File: src/rtl/cis_dvp_capture.sv
// -----------------------------------------------------------------------------
// cis_dvp_capture
// Parallel camera (DVP/CIS) capture engine. Sensor pins are sampled on
// wb_clk_i through 2-FF synchronisers, and a rising edge of the synchronised
// pclk marks a pixel event. Pixels are tagged with start-of-line and
// start-of-frame flags, then buffered in a FIFO. The SoC drains that FIFO
// through a Wishbone classic slave port.
//
// Optional feature: define CIS_CROP_EN to add the CROP_X / CROP_Y window
// registers. Without it, every valid pixel is pushed and those addresses read
// as zero.
// -----------------------------------------------------------------------------
module cis_dvp_capture #(
  parameter int DATA_W     = 10,
  parameter int FIFO_DEPTH = 16,
  parameter int CNT_W      = 12
) (
  input  logic              wb_clk_i,
  input  logic              wb_rst_i,
  input  logic              cis_pclk,
  input  logic              cis_vsync,
  input  logic              cis_hsync,
  input  logic [DATA_W-1:0] cis_d,
  input  logic              wbs_cyc_i,
  input  logic              wbs_stb_i,
  input  logic              wbs_we_i,
  input  logic [3:0]        wbs_sel_i,
  input  logic [31:0]       wbs_adr_i,
  input  logic [31:0]       wbs_dat_i,
  output logic              wbs_ack_o,
  output logic [31:0]       wbs_dat_o,
  output logic              irq
);

  localparam int AW = $clog2(FIFO_DEPTH);
  localparam int EW = DATA_W + 2;  // {sol, sof, data}; valid is implied by occupancy

  localparam logic [AW:0]      PTR_ONE = 1;
  localparam logic [CNT_W-1:0] CNT_ONE = 1;

  localparam logic [2:0] A_CTRL   = 3'd0;
  localparam logic [2:0] A_STATUS = 3'd1;
  localparam logic [2:0] A_PIXEL  = 3'd2;
  localparam logic [2:0] A_FCNT   = 3'd3;
  localparam logic [2:0] A_GEOM   = 3'd4;
  localparam logic [2:0] A_CROPX  = 3'd5;
  localparam logic [2:0] A_CROPY  = 3'd6;

  typedef enum logic [1:0] {
    S_IDLE,
    S_WAIT_VS,
    S_FRAME,
    S_DONE
  } state_t;

  // ---------------------------------------------------------------------------
  // Synchronisers and pixel-event stage
  // ---------------------------------------------------------------------------
  logic [1:0]        pclk_sync, vs_sync, hs_sync;
  logic [DATA_W-1:0] d_sync1, d_sync2;
  logic              pclk_s3;

  // Two-flop synchronisers for every sensor pin, plus a third pclk flop for edge detection
  always_ff @(posedge wb_clk_i) begin
    if (wb_rst_i) begin
      pclk_sync <= '0;
      vs_sync   <= '0;
      hs_sync   <= '0;
      d_sync1   <= '0;
      d_sync2   <= '0;
      pclk_s3   <= 1'b0;
    end else begin
      // NOTE: non-blocking assignments keep each flop one stage apart; blocking would collapse the chain.
      pclk_sync <= {pclk_sync[0], cis_pclk};
      vs_sync   <= {vs_sync[0], cis_vsync};
      hs_sync   <= {hs_sync[0], cis_hsync};
      d_sync1   <= cis_d;
      d_sync2   <= d_sync1;
      pclk_s3   <= pclk_sync[1];
    end
  end

  // Register the pclk edge together with the sync levels, so every event in one cycle refers to the same instant
  logic              evt_q, hs_q, vs_q, hs_p, vs_p;
  logic [DATA_W-1:0] d_q;

  always_ff @(posedge wb_clk_i) begin
    if (wb_rst_i) begin
      evt_q <= 1'b0;
      hs_q  <= 1'b0;
      vs_q  <= 1'b0;
      hs_p  <= 1'b0;
      vs_p  <= 1'b0;
      d_q   <= '0;
    end else begin
      evt_q <= pclk_sync[1] & ~pclk_s3;
      hs_q  <= hs_sync[1];
      vs_q  <= vs_sync[1];
      hs_p  <= hs_q;
      vs_p  <= vs_q;
      d_q   <= d_sync2;
    end
  end

  logic hs_rise, hs_fall, vs_rise, vs_fall;
  assign hs_rise = hs_q & ~hs_p;
  assign hs_fall = ~hs_q & hs_p;
  assign vs_rise = vs_q & ~vs_p;
  assign vs_fall = ~vs_q & vs_p;

  // ---------------------------------------------------------------------------
  // Wishbone request decode
  // ---------------------------------------------------------------------------
  logic       req, wr_req, rd_req;
  logic [2:0] reg_sel;
  assign req     = wbs_cyc_i & wbs_stb_i & ~wbs_ack_o;  // one ack per access, even if stb is held
  assign wr_req  = req & wbs_we_i;
  assign rd_req  = req & ~wbs_we_i;
  assign reg_sel = wbs_adr_i[4:2];

  // Upper address bits, byte enables other than bit 0, and unused data bits are decoded elsewhere or ignored
  logic unused_bits;
  assign unused_bits = ^{wbs_adr_i, wbs_sel_i, wbs_dat_i};

  // ---------------------------------------------------------------------------
  // Control / status state
  // ---------------------------------------------------------------------------
  logic        enable, irq_en, overflow, frame_done;
  logic [31:0] frame_cnt;

  // ---------------------------------------------------------------------------
  // FSM
  // ---------------------------------------------------------------------------
  state_t state_q, state_d;
  logic   flush, in_frame, frame_end, enter_frame;

  // State register
  always_ff @(posedge wb_clk_i) begin
    if (wb_rst_i) state_q <= S_IDLE;
    else          state_q <= state_d;
  end

  // Next-state logic: clearing enable always wins
  always_comb begin
    // NOTE: assigning a default first guarantees no path leaves state_d unassigned, so no latch is inferred.
    state_d = state_q;
    unique case (state_q)
      S_IDLE:    if (enable)  state_d = S_WAIT_VS;
      S_WAIT_VS: if (vs_fall) state_d = S_FRAME;
      S_FRAME:   if (vs_rise) state_d = S_DONE;
      S_DONE:                 state_d = S_WAIT_VS;
      default:                state_d = S_IDLE;
    endcase
    if (!enable) state_d = S_IDLE;
  end

  // Output decode from the current state and the pending transition
  always_comb begin
    flush       = 1'b0;
    in_frame    = 1'b0;
    frame_end   = 1'b0;
    enter_frame = 1'b0;
    case (state_q)
      S_IDLE:    flush       = 1'b1;
      S_WAIT_VS: enter_frame = (state_d == S_FRAME);
      S_FRAME:   in_frame    = 1'b1;
      S_DONE:    frame_end   = 1'b1;
      default:   flush       = 1'b1;
    endcase
  end

  // ---------------------------------------------------------------------------
  // Line / pixel tracking and crop window
  // ---------------------------------------------------------------------------
  logic [CNT_W-1:0] pix_cnt, line_cnt, geom_px, geom_ln;
  logic             sol_pend, sof_pend;
  logic             in_crop;

`ifdef CIS_CROP_EN
  logic [CNT_W-1:0] x_start, x_end, y_start, y_end;

  // Crop window registers; the SoC programs them while capture is stopped or between frames
  always_ff @(posedge wb_clk_i) begin
    if (wb_rst_i) begin
      x_start <= '0;
      x_end   <= '0;
      y_start <= '0;
      y_end   <= '0;
    end else if (wr_req && reg_sel == A_CROPX) begin
      x_start <= wbs_dat_i[CNT_W-1:0];
      x_end   <= wbs_dat_i[16+CNT_W-1:16];
    end else if (wr_req && reg_sel == A_CROPY) begin
      y_start <= wbs_dat_i[CNT_W-1:0];
      y_end   <= wbs_dat_i[16+CNT_W-1:16];
    end
  end

  assign in_crop = (pix_cnt >= x_start) && (pix_cnt <= x_end) &&
                   (line_cnt >= y_start) && (line_cnt <= y_end);
`else
  assign in_crop = 1'b1;
`endif

  logic valid_pix, push_try, sol_bit, sof_bit;
  assign valid_pix = in_frame & evt_q & hs_q;
  assign push_try  = valid_pix & in_crop;
  assign sol_bit   = sol_pend | hs_rise;  // covers pclk rising in the same cycle as hsync
  assign sof_bit   = sof_pend;

  // Coordinate counters, SOL/SOF flags and latched geometry
  always_ff @(posedge wb_clk_i) begin
    if (wb_rst_i) begin
      pix_cnt  <= '0;
      line_cnt <= '0;
      geom_px  <= '0;
      geom_ln  <= '0;
      sol_pend <= 1'b0;
      sof_pend <= 1'b0;
    end else if (flush) begin
      pix_cnt  <= '0;
      line_cnt <= '0;
      sol_pend <= 1'b0;
      sof_pend <= 1'b0;
    end else if (enter_frame) begin
      pix_cnt  <= '0;
      line_cnt <= '0;
      sol_pend <= 1'b0;
      sof_pend <= 1'b1;
    end else if (in_frame) begin
      if (hs_rise) sol_pend <= 1'b1;
      if (valid_pix) pix_cnt <= pix_cnt + CNT_ONE;
      if (push_try) begin
        sol_pend <= 1'b0;
        sof_pend <= 1'b0;
      end
      if (hs_fall) begin
        geom_px  <= pix_cnt;
        pix_cnt  <= '0;
        line_cnt <= line_cnt + CNT_ONE;
      end
    end else if (frame_end) begin
      geom_ln  <= line_cnt;
      line_cnt <= '0;
      pix_cnt  <= '0;
    end
  end

  // ---------------------------------------------------------------------------
  // Pixel FIFO
  // ---------------------------------------------------------------------------
  logic [EW-1:0] mem [FIFO_DEPTH];
  logic [AW:0]   wr_ptr, rd_ptr;
  logic          empty, full, pop, push, ovf_set;
  logic [EW-1:0] mem_rd;

  assign empty   = (wr_ptr == rd_ptr);
  assign full    = (wr_ptr[AW] != rd_ptr[AW]) && (wr_ptr[AW-1:0] == rd_ptr[AW-1:0]);
  assign pop     = rd_req && (reg_sel == A_PIXEL) && !empty;
  assign push    = push_try && (!full || pop);  // a same-cycle pop frees the slot first
  assign ovf_set = push_try && full && !pop;
  assign mem_rd  = mem[rd_ptr[AW-1:0]];

  // Storage array
  always_ff @(posedge wb_clk_i) begin
    // NOTE: the storage array has no reset; occupancy is defined solely by the pointers.
    if (push) mem[wr_ptr[AW-1:0]] <= {sol_bit, sof_bit, d_q};
  end

  // FIFO pointers; leaving enable flushes the contents
  always_ff @(posedge wb_clk_i) begin
    if (wb_rst_i || flush) begin
      wr_ptr <= '0;
      rd_ptr <= '0;
    end else begin
      if (push) wr_ptr <= wr_ptr + PTR_ONE;
      if (pop)  rd_ptr <= rd_ptr + PTR_ONE;
    end
  end

  // ---------------------------------------------------------------------------
  // Registers, interrupt and read path
  // ---------------------------------------------------------------------------
  logic st_w1c;
  assign st_w1c = wr_req && (reg_sel == A_STATUS);

  // CTRL, sticky status bits, frame counter and the registered interrupt
  always_ff @(posedge wb_clk_i) begin
    if (wb_rst_i) begin
      enable     <= 1'b0;
      irq_en     <= 1'b0;
      overflow   <= 1'b0;
      frame_done <= 1'b0;
      frame_cnt  <= '0;
      irq        <= 1'b0;
    end else begin
      if (wr_req && reg_sel == A_CTRL && wbs_sel_i[0]) begin
        enable <= wbs_dat_i[0];
        irq_en <= wbs_dat_i[1];
      end
      // A set event in the same cycle as the W1C clear wins
      overflow   <= (overflow   & ~(st_w1c & wbs_dat_i[2])) | ovf_set;
      frame_done <= (frame_done & ~(st_w1c & wbs_dat_i[3])) | frame_end;
      if (frame_end) frame_cnt <= frame_cnt + 32'd1;
      irq <= irq_en & (overflow | frame_done);
    end
  end

  logic [31:0] rdata;

  // Read-data multiplexer
  always_comb begin
    rdata = '0;
    case (reg_sel)
      A_CTRL:   rdata[1:0] = {irq_en, enable};
      A_STATUS: rdata[3:0] = {frame_done, overflow, full, empty};
      A_PIXEL: begin
        if (!empty) begin
          rdata[31]         = 1'b1;
          rdata[30]         = mem_rd[EW-1];
          rdata[29]         = mem_rd[EW-2];
          rdata[DATA_W-1:0] = mem_rd[DATA_W-1:0];
        end
      end
      A_FCNT:   rdata = frame_cnt;
      A_GEOM:   rdata = {16'(geom_px), 16'(geom_ln)};
`ifdef CIS_CROP_EN
      A_CROPX:  rdata = {16'(x_end), 16'(x_start)};
      A_CROPY:  rdata = {16'(y_end), 16'(y_start)};
`endif
      default:  rdata = '0;
    endcase
  end

  // Single-cycle acknowledge with registered read data
  always_ff @(posedge wb_clk_i) begin
    if (wb_rst_i) begin
      wbs_ack_o <= 1'b0;
      wbs_dat_o <= '0;
    end else begin
      wbs_ack_o <= req;
      wbs_dat_o <= rd_req ? rdata : '0;
    end
  end

endmodule

File: config.mk
export PLATFORM = sky130hd
export DESIGN_NAME = cis_dvp_capture
export DESIGN_NICKNAME = d
export VERILOG_FILES = /design/src/rtl/cis_dvp_capture.sv
export SDC_FILE = /design/constraint.sdc
export NUM_CORES = 1
export LEC_CHECK = 0
export BUFFER_PORTS_ARGS = -buffer_cell sky130_fd_sc_hd__buf_4
export CAP_MARGIN = 20
export CORE_ASPECT_RATIO = 0.5
export CORE_MARGIN = 8
export CORE_UTILIZATION = 59
export DETAILED_ROUTE_END_ITERATION = 12
export GPL_ROUTABILITY_DRIVEN = 1
export PLACE_DENSITY = 0.79
export SYNTH_ARGS = -nofsm -noshare
export SYNTH_HDL_FRONTEND = slang
export SYNTH_SLANG_ARGS = --single-unit
File: constraint.sdc
create_clock -name wb_clk_i -period 2.9 [get_ports wb_clk_i]
set_input_delay 0.145 -clock wb_clk_i [delete_from_list [all_inputs] [get_ports wb_clk_i]]
set_output_delay 0.145 -clock wb_clk_i [all_outputs]
set_load 0.05 [all_outputs]
==> flow_summary.yaml <==
synth:
  netlist_instances: 1056
  postSynth.asyncResetShare: 0
  synth_edf_count: 192
  syn-cell-area_um2: 14300
  syn_avg_cell_area_um2: 13.5
  synth_top_flop_cell: "edfxtp_1"
  synth_nets: 1155
  synth_seq_cells: 370
  ys_types: 56
  synth_seq_area_share: 0.652
  yosys_warnings: 0
critical_path:
  crit_buf_inv: 3
  path_max_fanout: 17
  start_kind: "flip-flop"
  path_delay_family: "buffers and inverters"
  crit_chain: "inv_1, ha_1, and3_1, buf_4, o31a_1, and3_1, buf_4"
  crit_slowest_cell: "o31a_1"
  cp_num_cells: 7
  worstSetupEndpointType: "flip-flop"
  cpPeakStageDelay_ns: 0.48
  reg2reg_depth: 7
  crit_required_ns: 3.16
  crit_arrival_ns: 2.64
  worstSetupPathType: "flip-flop to flip-flop"
timing:
  fin_crit_ns: 2.38
  fin_setup_tns_ns: 0
  maxSlewViolCount: 0
  rsz0062_at_grt: "false"
  clock_skew_ns: 0.0219
  period_share: 0.819
  finalSetupViolations: 0
  final_hold_viol_count: 0
  max_freq_mhz: 421
  relSlewSlack: 0.487
  worstMarginPinSlew_ns: 0.761
clocking:
  h-tree-depth: 1
  clk_latency_ns: 0.58
  path_clk_slew_ns: 0.06
  post-cts-setup-buffers: 0
  cts-root-buf: "clkbuf_16"
  post_cts_resized: 0
  clk_path_buf_depth: 3
  cts_buffers: 31
  cts_tree: "built"
  cts.sinks: 370
  ctsHoldBuffers: 24
floorplanning:
  coreArea_um2: 23900
  dieArea_um2: 29800
  die_y_um: 126
  dieWidth_um: 236
  ios: 120
  start_util: 0.598
  rows: 40
finish:
  final_common_cell: "edfxtp_1"
  diodes: 0
  nets: 1258
  drive_gt1_frac: 0.181
  final_cell_mix: "edfxtp_1 (192), dfxtp_1 (176), nor2_1 (111)"
  fin_util: 0.693
  area_growth_pct: 16.0
detailed_routing:
  drt_iter0_markers: 738
  drc: 0
  drt-total-wl_um: 32500
  route.antenna.remaining_nets: 0
  dr.pass1.iters: 5
  vias_per_cell: 6.01
  vias: 8991
  wl_per_cell_um: 21.7
job:
  maxCapViolations: 0
global_routing:
  grt_start_max_net_pins: 115
  grt_pass1_vias: 9248
  track_usage: 0.214
  grt-ovfl-total: 0
  antenna_found_initial: 0
  grt_pass1_wl_um: 50700
power:
  ir_worst_vdd_mv: 0.366
  power_density_nw_per_um2: 599
  p_leak_uw: 0.00538
run_status:
  status: "completed"
min_path:
  hold_path_depth: 4
  hold_class: "primary input to flip-flop"
placed_design:
  dp_hpwl_um: 20200
  io_buffers: 59
  globalplace.congestion: 0.865
## Yosys cell counts (3+ instances only)
library cell  instances  area, um^2
ha_1                 13         163
edfxtp_1            192        5770
and3_1               27         169
nor2b_1              54         338
a21oi_1              32         160
nor3_1               11        55.1
nor4_1                5        31.3
xor2_1               22         193
buf_1                 3        11.3
nand3_1              20         100
nand2_1              31         116
or2_2                 4        25.0
dfxtp_1             178        3560
nand4_1              17         106
mux4_2               48        1080
a22o_1                4        35.0
nand2b_1             28         175
and4_1                4        35.0
clkbuf_1             41         154
and2_1                5        31.3
or3_1                 8        50.1
or4_1                 8        60.1
a211oi_1              3        22.5
a22oi_1              36         270
nor2_1              111         417
o211ai_1              6        45.0
inv_1                15        56.3
buf_2                 7        35.0
nor3b_1               3        22.5
xnor2_1              30         263
mux2i_1              32         320
a221oi_1              3        26.3
a21o_1               10        75.1
o21ai_0              21         105
## logic make-up after synthesis
group	after synthesis	share of synthesized area
mux	80	0.0980
simple gates	348	0.130
buf+inv	67	0.0185
compound gates	126	0.0583
flops	370	0.652
xor+xnor	52	0.0318
fa+ha+maj	13	0.0114
## through the flow
| step | instances | hold slack, ns | power, uW | worst slack [ns] | instance area (um^2) |
|---|---|---|---|---|---|
| finish | 1497 | 0.0555 | 9920 | 0.524 | 16600 |
| global route | 1497 | 0.0552 | 10200 | 0.390 | 16600 |
| CTS | 1495 | 0.00888 | 9960 | 0.451 | 16500 |
| detailed placement | 1415 | 0.360 | 5740 | 0.391 | 15200 |
| global placement | 1415 | 0.356 | 5740 | 0.438 | 15200 |
| floorplan | 1056 | 0.273 | 5680 | 0.307 | 14300 |
## power breakdown
group	total (uW)	internal, uW	leakage (uW)	switching [uW]
clock network	4270	2380	0.000530	1880
registers	5510	5490	0.00300	21.8
logic	147	71.8	0.00185	75.2
total	9920	7940	0.00538	1980
## worst paths after layout
check	from	to	slack, ns
worst max register to register	state_q[0]$_SDFF_PP0_	mem[0][8]$_DFFE_PP_	0.52
worst min register to register	pclk_s3$_SDFF_PP0_	evt_q$_SDFF_PP0_	0.38
worst min-delay path	wbs_we_i	irq_en$_SDFFE_PP0P_	0.06
worst max-delay path	state_q[0]$_SDFF_PP0_	mem[0][8]$_DFFE_PP_	0.52
## final cells by class
class	count	area, um^2
Clock buffer	43	945
Fill cell	1517	7340
Clock inverter	13	113
Tap cell	315	394
Sequential cell	370	9330
Inverter	15	56.3
Timing Repair Buffer	122	1020
Multi-Input combinational cell	619	4720
## sequential cells by signal, summed over array words and instances, names as in the netlist, 2 cells and up, named ones only
name and cells:
d_q 10, d_sync1 10, d_sync2 10, frame_cnt 32, geom_ln 12, geom_px 12
hs_sync 2, line_cnt 12, mem 192, pclk_sync 2, pix_cnt 12, rd_ptr 5
state_q 2, vs_sync 2, wbs_dat_o 32, wr_ptr 5
## tightest hold or removal path: cells and delay by family
family | cells | cell delay [ns]
muxes | 1 | 0.09
buffers and inverters | 1 | 0.14
and+or+nand+nor | 2 | 0.21
## routing by layer
layer,routed length [um],global-route usage
met1,12700,0.265
met2,16600,0.387
met3,2280,0.0361
met4,876,0.0579
met5,0,0
(Power assumes the default switching activity.)
